===== src/rtl/aes_key_sched.sv =====
// Sequential AES-128/192/256 key schedule: one schedule word per cycle from an
// 8-word sliding window, streaming 128-bit round keys over a valid/ready handshake.
module aes_key_sched #(
  parameter bit SUPPORT_192 = 1'b1,
  parameter bit SUPPORT_256 = 1'b1
) (
  input  logic         clk,
  input  logic         rst,
  input  logic         start,
  output logic         start_ready,
  input  logic [255:0] key,
  input  logic [1:0]   key_len,
  output logic         rk_valid,
  input  logic         rk_ready,
  output logic [127:0] rk,
  output logic [3:0]   rk_idx,
  output logic         rk_last,
  output logic         busy,
  output logic         err
);

  typedef enum logic [0:0] {StIdle, StRun} state_e;

  state_e       state_q, state_d;
  logic [3:0]   nk_q, nk_d;
  logic [3:0]   nr_q, nr_d;
  logic [5:0]   i_q, i_d;
  logic [3:0]   rnext_q, rnext_d;
  logic [2:0]   kpos_q, kpos_d;   // i mod Nk
  logic [7:0]   rcon_q, rcon_d;   // Rcon(i/Nk) for the next i mod Nk == 0 word
  logic [31:0]  win_q [8];
  logic [31:0]  win_d [8];
  logic [127:0] rk_q, rk_d;
  logic [3:0]   rk_idx_q, rk_idx_d;
  logic         rk_last_q, rk_last_d;
  logic         rk_valid_q, rk_valid_d;
  logic         err_q, err_d;

  function automatic logic [7:0] xtime(input logic [7:0] a);
    return {a[6:0], 1'b0} ^ (a[7] ? 8'h1b : 8'h00);
  endfunction

  function automatic logic [7:0] gf_mul(input logic [7:0] a, input logic [7:0] b);
    logic [7:0] p;
    logic [7:0] t;
    p = 8'h00;
    t = a;
    for (int k = 0; k < 8; k++) begin
      if (b[k]) p = p ^ t;
      t = xtime(t);
    end
    return p;
  endfunction

  // Inverse as x^254 (maps 0 to 0), then the affine transform.
  function automatic logic [7:0] sbox(input logic [7:0] x);
    logic [7:0] r;
    r = 8'h01;
    for (int k = 7; k >= 0; k--) begin
      r = gf_mul(r, r);
      if (k != 0) r = gf_mul(r, x);
    end
    return r ^ {r[6:0], r[7]} ^ {r[5:0], r[7:6]} ^ {r[4:0], r[7:5]} ^ {r[3:0], r[7:4]} ^ 8'h63;
  endfunction

  function automatic logic [31:0] sub_word(input logic [31:0] w);
    return {sbox(w[31:24]), sbox(w[23:16]), sbox(w[15:8]), sbox(w[7:0])};
  endfunction

  logic        legal, accept, gen_en, ld_en, xfer;
  logic [3:0]  mode_nk, mode_nr;
  logic [5:0]  total_words;
  logic [2:0]  prev_slot, back_slot, base;
  logic [31:0] w_prev, w_back, sub_in, sub_out, temp;

  always_comb begin
    legal   = 1'b0;
    mode_nk = 4'd4;
    mode_nr = 4'd10;
    case (key_len)
      2'd0: legal = 1'b1;
      2'd1: begin legal = SUPPORT_192; mode_nk = 4'd6; mode_nr = 4'd12; end
      2'd2: begin legal = SUPPORT_256; mode_nk = 4'd8; mode_nr = 4'd14; end
      default: legal = 1'b0;
    endcase
  end

  assign accept      = start && (state_q == StIdle);
  assign total_words = {nr_q, 2'b00} + 6'd4;
  assign xfer        = rk_valid_q && rk_ready;
  // Stop generating once 8 words are buffered past the next key to load.
  assign gen_en = (state_q == StRun) && (i_q < total_words) &&
                  ({1'b0, i_q} < ({1'b0, rnext_q, 2'b00} + 7'd8));
  assign ld_en  = (state_q == StRun) && (rnext_q <= nr_q) &&
                  (({rnext_q, 2'b00} + 6'd3) < i_q) && (!rk_valid_q || rk_ready);

  assign prev_slot = i_q[2:0] - 3'd1;
  assign back_slot = i_q[2:0] - nk_q[2:0];
  assign w_prev    = win_q[prev_slot];
  assign w_back    = win_q[back_slot];
  assign sub_in    = (kpos_q == 3'd0) ? {w_prev[23:0], w_prev[31:24]} : w_prev;
  assign sub_out   = sub_word(sub_in);
  assign base      = {rnext_q[0], 2'b00};

  always_comb begin
    if (kpos_q == 3'd0) begin
      temp = sub_out ^ {rcon_q, 24'h0};
    end else if ((nk_q == 4'd8) && (kpos_q == 3'd4)) begin
      temp = sub_out;
    end else begin
      temp = w_prev;
    end
  end

  always_comb begin
    state_d    = state_q;
    nk_d       = nk_q;
    nr_d       = nr_q;
    i_d        = i_q;
    rnext_d    = rnext_q;
    kpos_d     = kpos_q;
    rcon_d     = rcon_q;
    win_d      = win_q;
    rk_d       = rk_q;
    rk_idx_d   = rk_idx_q;
    rk_last_d  = rk_last_q;
    rk_valid_d = rk_valid_q;
    err_d      = 1'b0;

    if (accept) begin
      if (legal) begin
        state_d = StRun;
        nk_d    = mode_nk;
        nr_d    = mode_nr;
        i_d     = {2'b00, mode_nk};
        rnext_d = 4'd0;
        kpos_d  = 3'd0;
        rcon_d  = 8'h01;
        // Slots past Nk hold don't-care words that generation overwrites first.
        for (int j = 0; j < 8; j++) win_d[j] = key[255 - 32*j -: 32];
      end else begin
        err_d = 1'b1;
      end
    end

    if (gen_en) begin
      win_d[i_q[2:0]] = w_back ^ temp;
      i_d             = i_q + 6'd1;
      kpos_d          = (kpos_q == nk_q[2:0] - 3'd1) ? 3'd0 : kpos_q + 3'd1;
      if (kpos_q == 3'd0) rcon_d = xtime(rcon_q);
    end

    if (ld_en) begin
      rk_d       = {win_q[base], win_q[base + 3'd1], win_q[base + 3'd2], win_q[base + 3'd3]};
      rk_idx_d   = rnext_q;
      rk_last_d  = (rnext_q == nr_q);
      rk_valid_d = 1'b1;
      rnext_d    = rnext_q + 4'd1;
    end else if (xfer) begin
      rk_valid_d = 1'b0;
      rk_last_d  = 1'b0;
    end

    if ((state_q == StRun) && xfer && rk_last_q) state_d = StIdle;
  end

  always_ff @(posedge clk) begin
    if (rst) begin
      state_q    <= StIdle;
      nk_q       <= 4'd4;
      nr_q       <= 4'd10;
      i_q        <= '0;
      rnext_q    <= '0;
      kpos_q     <= '0;
      rcon_q     <= 8'h01;
      for (int j = 0; j < 8; j++) win_q[j] <= '0;
      rk_q       <= '0;
      rk_idx_q   <= '0;
      rk_last_q  <= 1'b0;
      rk_valid_q <= 1'b0;
      err_q      <= 1'b0;
    end else begin
      state_q    <= state_d;
      nk_q       <= nk_d;
      nr_q       <= nr_d;
      i_q        <= i_d;
      rnext_q    <= rnext_d;
      kpos_q     <= kpos_d;
      rcon_q     <= rcon_d;
      for (int j = 0; j < 8; j++) win_q[j] <= win_d[j];
      rk_q       <= rk_d;
      rk_idx_q   <= rk_idx_d;
      rk_last_q  <= rk_last_d;
      rk_valid_q <= rk_valid_d;
      err_q      <= err_d;
    end
  end

  assign start_ready = (state_q == StIdle);
  assign busy        = (state_q == StRun);
  assign rk_valid    = rk_valid_q;
  assign rk          = rk_q;
  assign rk_idx      = rk_idx_q;
  assign rk_last     = rk_last_q;
  assign err         = err_q;

endmodule


===== config.mk =====
export PLATFORM = sky130hd
export DESIGN_NAME = aes_key_sched
export DESIGN_NICKNAME = d
export VERILOG_FILES = /design/src/rtl/aes_key_sched.sv
export SDC_FILE = /design/constraint.sdc
export NUM_CORES = 2
export LEC_CHECK = 0
export CAP_MARGIN = 20
export CORE_MARGIN = 4
export CORE_UTILIZATION = 37
export CTS_BUF_LIST = sky130_fd_sc_hd__clkbuf_4
export CTS_CLUSTER_DIAMETER = 30
export CTS_CLUSTER_SIZE = 16
export DETAILED_ROUTE_END_ITERATION = 8
export HOLD_SLACK_MARGIN = 0.1
export SETUP_SLACK_MARGIN = 0.5
export SLEW_MARGIN = 5
export SYNTH_ARGS = -nofsm -noshare
export SYNTH_HDL_FRONTEND = slang
export SYNTH_SLANG_ARGS = --single-unit

===== constraint.sdc =====
create_clock -name clk -period 25 [get_ports clk]
set_input_delay 7.5 -clock clk [delete_from_list [all_inputs] [get_ports clk]]
set_output_delay 7.5 -clock clk [all_outputs]
set_load 0.01 [all_outputs]

After elaboration in Yosys (flattened, before gate mapping):

Index checks and enable logic that the tools add are counted.

* bitwise gates (word level): 788
* magnitude comparators: 12
* add/subtract/negate cells: 12
* equality and inequality tests: 6
* reduce and logical (&&, ||, !) cells: 26
* muxes and demuxes: 861

Operators with widths (count)
* 8-bit 2-to-1 mux: 424
* 8-bit bitwise XOR: 380
* 8-bit by 5-bit bitwise XOR with 8-bit output: 365
* 5-bit 2-to-1 mux: 369
* 256-bit 2-to-1 mux: 3
* 32-bit binary-select mux with 3-bit select: 6
* 32-bit 2-to-1 mux: 16
* 256-bit bitwise mux: 1
* 32-bit demux with 3-bit select: 1
* 32-bit bitwise XOR: 2
* 6-bit 2-to-1 mux: 7
* 4-bit >= comparator, second input constant: 7
* 4-bit 2-to-1 mux: 7
* 7-bit 2-to-1 mux: 4
* 1-bit inverter, first input constant: 28
* 3-bit inverter with 4-bit output: 7
* 3-bit 2-to-1 mux: 8
* 4-bit inverter: 4
* 6-bit < comparator: 2
* 1-bit logical AND: 11
* 2-bit nonzero test: 5
* 1-bit 2-to-1 mux: 9
* 2-bit 2-to-1 mux: 4
* 4-bit case mux with 2 select lines: 1
* other kinds (27): 34

* bits in registers: 421
* bits of input ports: 262

Depth between registers and ports, before layout:

* word-level depth: 232
* depth in mapped cells: 123
* mapped depth without buffers: 97

Worst setup path before layout:

No wires, ideal clock.

* kind: register -> register
* start: register i_q[0]
* end: register win_q[228] (netlist bit)
* stages on the path, launching flop included: 116
* setup slack: -1.833 ns
* setup time: 0.128 ns
* arrival: 26.706 ns
* period minus slack after synthesis: 26.833 ns
* buffers on the path: 27
* data required time: 24.872 ns
* path through: dfxtp_1 > buf_6 > buf_6 > buf_6 > clkinv_1 > buf_2 > clkbuf_1 > ha_1 > buf_6 > buf_6 > buf_8 > buf_6 > buf_8 > buf_6 > buf_6 > buf_6 > mux4_2 > a221oi_4 > (+80 left out) > xor2_1 > xnor2_1 > xnor2_1 > buf_2 > buf_1 > ha_1 > xnor2_1 > xnor2_1 > nor2b_1 > xnor2_1 > xor2_1 > xor2_1 > xnor2_1 > a21oi_1 > xnor2_1 > nor2_1 > nor2_1 > nor2_1

* cells in the longest elaborated chain, start to end: 224

Ends and longest elaborated chain
* from (decl): RTL line 27 `logic [5:0] i_q, i_d;`
* from (signal assigned): RTL line 186 `i_q <= i_d;`
* 3-bit by 1-bit subtractor with 3-bit output: RTL line 97 `assign prev_slot = i_q[2:0] - 3'd1;`
* 3-bit inverter with 4-bit output (not written as such): RTL line 99 `assign w_prev = win_q[prev_slot];`
* 32-bit binary-select mux with 3-bit select: RTL line 99
* 32-bit 2-to-1 mux (not written as such) (2 in series): RTL line 99
* 32-bit 2-to-1 mux: RTL line 101 `assign sub_in = (kpos_q == 3'd0) ? {w_prev[23:0], w_prev[31:24]} : w_prev;`
* 1-bit 2-to-1 mux: RTL line 49 `if (b[k]) p = p ^ t;`
* 2-bit 2-to-1 mux: RTL line 49
* 3-bit 2-to-1 mux: RTL line 49
* (+204 left out)
* 8-bit bitwise XOR: RTL line 49
* 8-bit 2-to-1 mux: RTL line 49
* 8-bit bitwise XOR (4 in series): RTL line 63 `return r ^ {r[6:0], r[7]} ^ {r[5:0], r[7:6]} ^ {r[4:0], r[7:5]} ^ {r[3:0], r[7:4]} ^ 8'h63;`
* 32-bit 2-to-1 mux or 32-bit bitwise XOR (tied branches): RTL line 108, 107
* 32-bit 2-to-1 mux: RTL line 106 `if (kpos_q == 3'd0) begin`
* 32-bit bitwise XOR: RTL line 147 `win_d[i_q[2:0]] = w_back ^ temp;`
* 256-bit bitwise mux: RTL line 147
* 256-bit 2-to-1 mux (*): RTL line 146 `if (gen_en) begin`
* to (decl): RTL line 31 `logic [31:0] win_q [8];`

Every way passes the cells marked *; elsewhere a longest branch is shown, timed or not. The select of a mux whose other input is x is not followed.
A chain may end at the register's enable or synchronous reset.

Worst setup path after layout:

* start: register i_q[0]
* end: register win_q[59] (netlist bit)

The elaborated chain is that of the path after synthesis.

==> out/qor.csv <==
metric,value,unit
"Req. time, crit path",25760,ps
Post-Synthesis Cell Area,0.0835,sq mm
Hold Path End,rk_idx[1],
syn avg cell area,7.84,sq um
I/O Pins,399,
cell count after synthesis,10700,
Fin. Hold Viols,0,
post-synthesis register bit count,418,
Yosys cell types,137,
DRC violations left,0,
Rel. slew slack,8.61,%
Placeable Area,0.225,sq mm
DRT iter0 DRCs,9093,
Routed wire per std cell,23.5,um
Routed WL,330,mm
clock latency on the worst-skew pair,920,ps
routed via count,82900,
pin count of the biggest net entering global routing,204,
Reg-to-Reg End,win_q[59],
Worst setup EP type,flop,
synth cell count leaders,"xnor2_1 (1,475), nand2_1 (1,430), nor2_1 (1,429), a21oi_1 (643), xor2_1 (581)",
most numerous cell in the Yosys netlist,xnor2_1,
top cell type's share of synthesized area,15.5,%
Final ANT Viol Nets,0,
CTS Buf Count,49,
clock tree sinks,418,
slowest stage cell on the critical path,mux4_4,
R2R setup slack,1460,ps
first-pass GRT wire length,494,mm
width of the die,483,um
"Warnings, synthesis",0,
worst r2r src,i_q[0],
asr flop ratio synth,0,%
initial antenna violation count,13,
vias per cell,5.91,
Crit Path Max Fanout,49,
dominant synthesized flop cell,dfxtp_1,
"Remaining Overflow, GRT",0,
"Setup violations, final",0,
number of flops mapped to enable cells by yosys,0,
status,finished clean,
FF-to-FF path depth,83,
"Net count, final",11300,
WP buf/inv,9,
worst hold-check path type,flop to flop,
CTS tree,yes,
Final min period,23540,ps
chip height,483,um
clk slew on worst S/H paths,160,ps
clk buf depth,3,
fin crit share,94.2,%
Syn Nets,11000,
H-tree Lvls,2,
worst setup margin,1460,ps
"Largest stage delay, worst path",770,ps
Root Buffer,clkbuf_4,
Placer Congestion,0.997,
kind of critical path,flop to flop,
synth top area cells,"xnor2_1 (15%), dfxtp_1 (10%), xnor3_1 (8.2%), nand2_1 (6.4%), nor2_1 (6.4%)",
RSZ-0062 raised after global routing,false,
die area,0.233,sq mm
"Seq/Total Area, Yosys",10.0,%
Critical Path Most Common Cell,xnor2_1,
startpoint class of the critical path,flop,
clk_skew,87.3,ps
Total Routing Usage GR,26.4,%
cell taking the most area after synthesis,xnor2_1,
Max-cap violations,0,
Hold Startpoint,rk_idx[1],
hold path depth,2,
WP data arrival,24300,ps
detailed-placement wirelength estimate,243,mm
num rows,174,
Max Transition Viols Final,0,
achievable clock frequency,42.5,MHz
dpl ws,-878,ps
fraction of layout cells with a size suffix above 1,16.1,%
CP top delay family,XOR/XNOR gates,
Starting Density,37.2,%
worst slew pin tran,1370,ps
drt pass-1 iters,7,
port buffer count,398,
number of global-route vias before repair,78400,
Area Overhead vs Synth,16.5,%
[kinds of logic after synthesis]
family / synth area share [%]
simple gates: 19.4
compound gates: 16.9
xor+xnor: 36.1
buf+inv: 5.18
fa+ha+maj: 0.764
mux: 11.7
flops: 10.0
[sequential cells by signal (all words and copies together) (netlist names), 3 cells and up]
| register | flops |
|---|---|
| rnext_q | 4 |
| i_q | 6 |
| rk_idx | 4 |
| win_q | 256 |
| kpos_q | 3 |
| nk_q | 3 |
| rcon_q | 8 |
| rk | 128 |
[cell type report]
| type | count | area [sq um] |
|---|---|---|
| Timing Repair Buffer | 1106 | 9710 |
| Sequential cell | 418 | 8380 |
| Fill cell | 22400 | 127000 |
| Multi-Input combinational cell | 9295 | 74100 |
| Clock buffer | 50 | 375 |
| Clock inverter | 39 | 488 |
| Inverter | 123 | 470 |
| Antenna cell | 2 | 5.00 |
| Tap cell | 2992 | 3740 |
[worst reg2reg max path: cells and delay by family, from the launching register on]
kind | cells | cell delay [ps]
xor+xnor | 35 | 10970
simple gates | 19 | 4150
compound gates | 14 | 4000
buf+inv | 9 | 1620
mux | 3 | 1310
fa+ha+maj | 3 | 910
flops | 1 | 450
[worst max-delay path by stage]
stage / startpoint / endpoint / slack, ps / cells after the start
floorplan: i_q[0] / win_q[213] / 500 / 120
global placement: i_q[0] / win_q[134] / -920 / 84
detailed placement: i_q[0] / win_q[2] / -880 / 84
CTS: i_q[1] / win_q[44] / 530 / 95
global route: i_q[1] / win_q[93] / 330 / 85
finish: i_q[0] / win_q[59] / 1460 / 83
[per-stage QoR]
stage                     area (sq um)  util, %  TNS, ps  std cells  hold slack (ps)
final                            97300     43.3        0      14000              479
after detailed placement         92600     41.2  -109440      13700              451
after CTS                        94100     41.9        0      13900              482
after global placement           92500     41.2   -35910      13700              456
after global routing             97300     43.3        0      14000              497
after floorplan                  84400        -        0      10700              436
[timing repair]
action | in CTS | in global routing
buffers inserted | 27 | 156
hold buffers | 0 | 0
gates resized for setup | 52 | 292
endpoints found under the setup margin | 256 | 256
cloned | 1 | 4
pin swaps | 13 | 102
[placed cells by master, fill, tap and decap left out, types with 29 or more instances in the layout]
cell | synthesis | layout
ha_1 | 51 | 44
a22o_1 | 60 | 60
nand2b_1 | 58 | 56
a211oi_1 | 201 | 194
or3_1 | 55 | 53
nor2_1 | 1429 | 1418
mux2_2 | 69 | 69
o22ai_1 | 128 | 127
a21oi_1 | 643 | 630
a21o_1 | 33 | 33
o211ai_1 | 62 | 62
inv_1 | 96 | 93
clkdlybuf4s50_1 | 0 | 397
and2_1 | 65 | 64
a31oi_1 | 46 | 44
nand2_1 | 1430 | 1427
buf_4 | 67 | 671
o21ai_0 | 290 | 285
nor2b_1 | 39 | 37
xnor2_1 | 1475 | 1345
a22oi_1 | 62 | 58
mux2i_1 | 486 | 476
xnor3_2 | 29 | 84
dfxtp_1 | 418 | 415
mux4_2 | 162 | 163
a311oi_1 | 66 | 64
xor2_2 | 42 | 79
a221oi_1 | 37 | 29
o221ai_1 | 37 | 36
and3_1 | 68 | 67
nand3_1 | 223 | 218
xor3_1 | 59 | 50
o21ai_1 | 51 | 49
xnor3_1 | 303 | 247
o21a_1 | 39 | 39
xnor2_4 | 22 | 77
xnor2_2 | 110 | 187
nor3_1 | 194 | 186
xor2_1 | 581 | 522
clkbuf_4 | 0 | 51
[routing by layer]
layer	wire length [um]	global-route usage (%)
met3	29200	4.31
met5	117	0
met1	137000	35.6
met4	19800	13.1
met2	143000	40.6
Power is left out: the tool's default activity adds up to more than one toggle a clock period on the data nets, which glitch-free logic cannot reach.
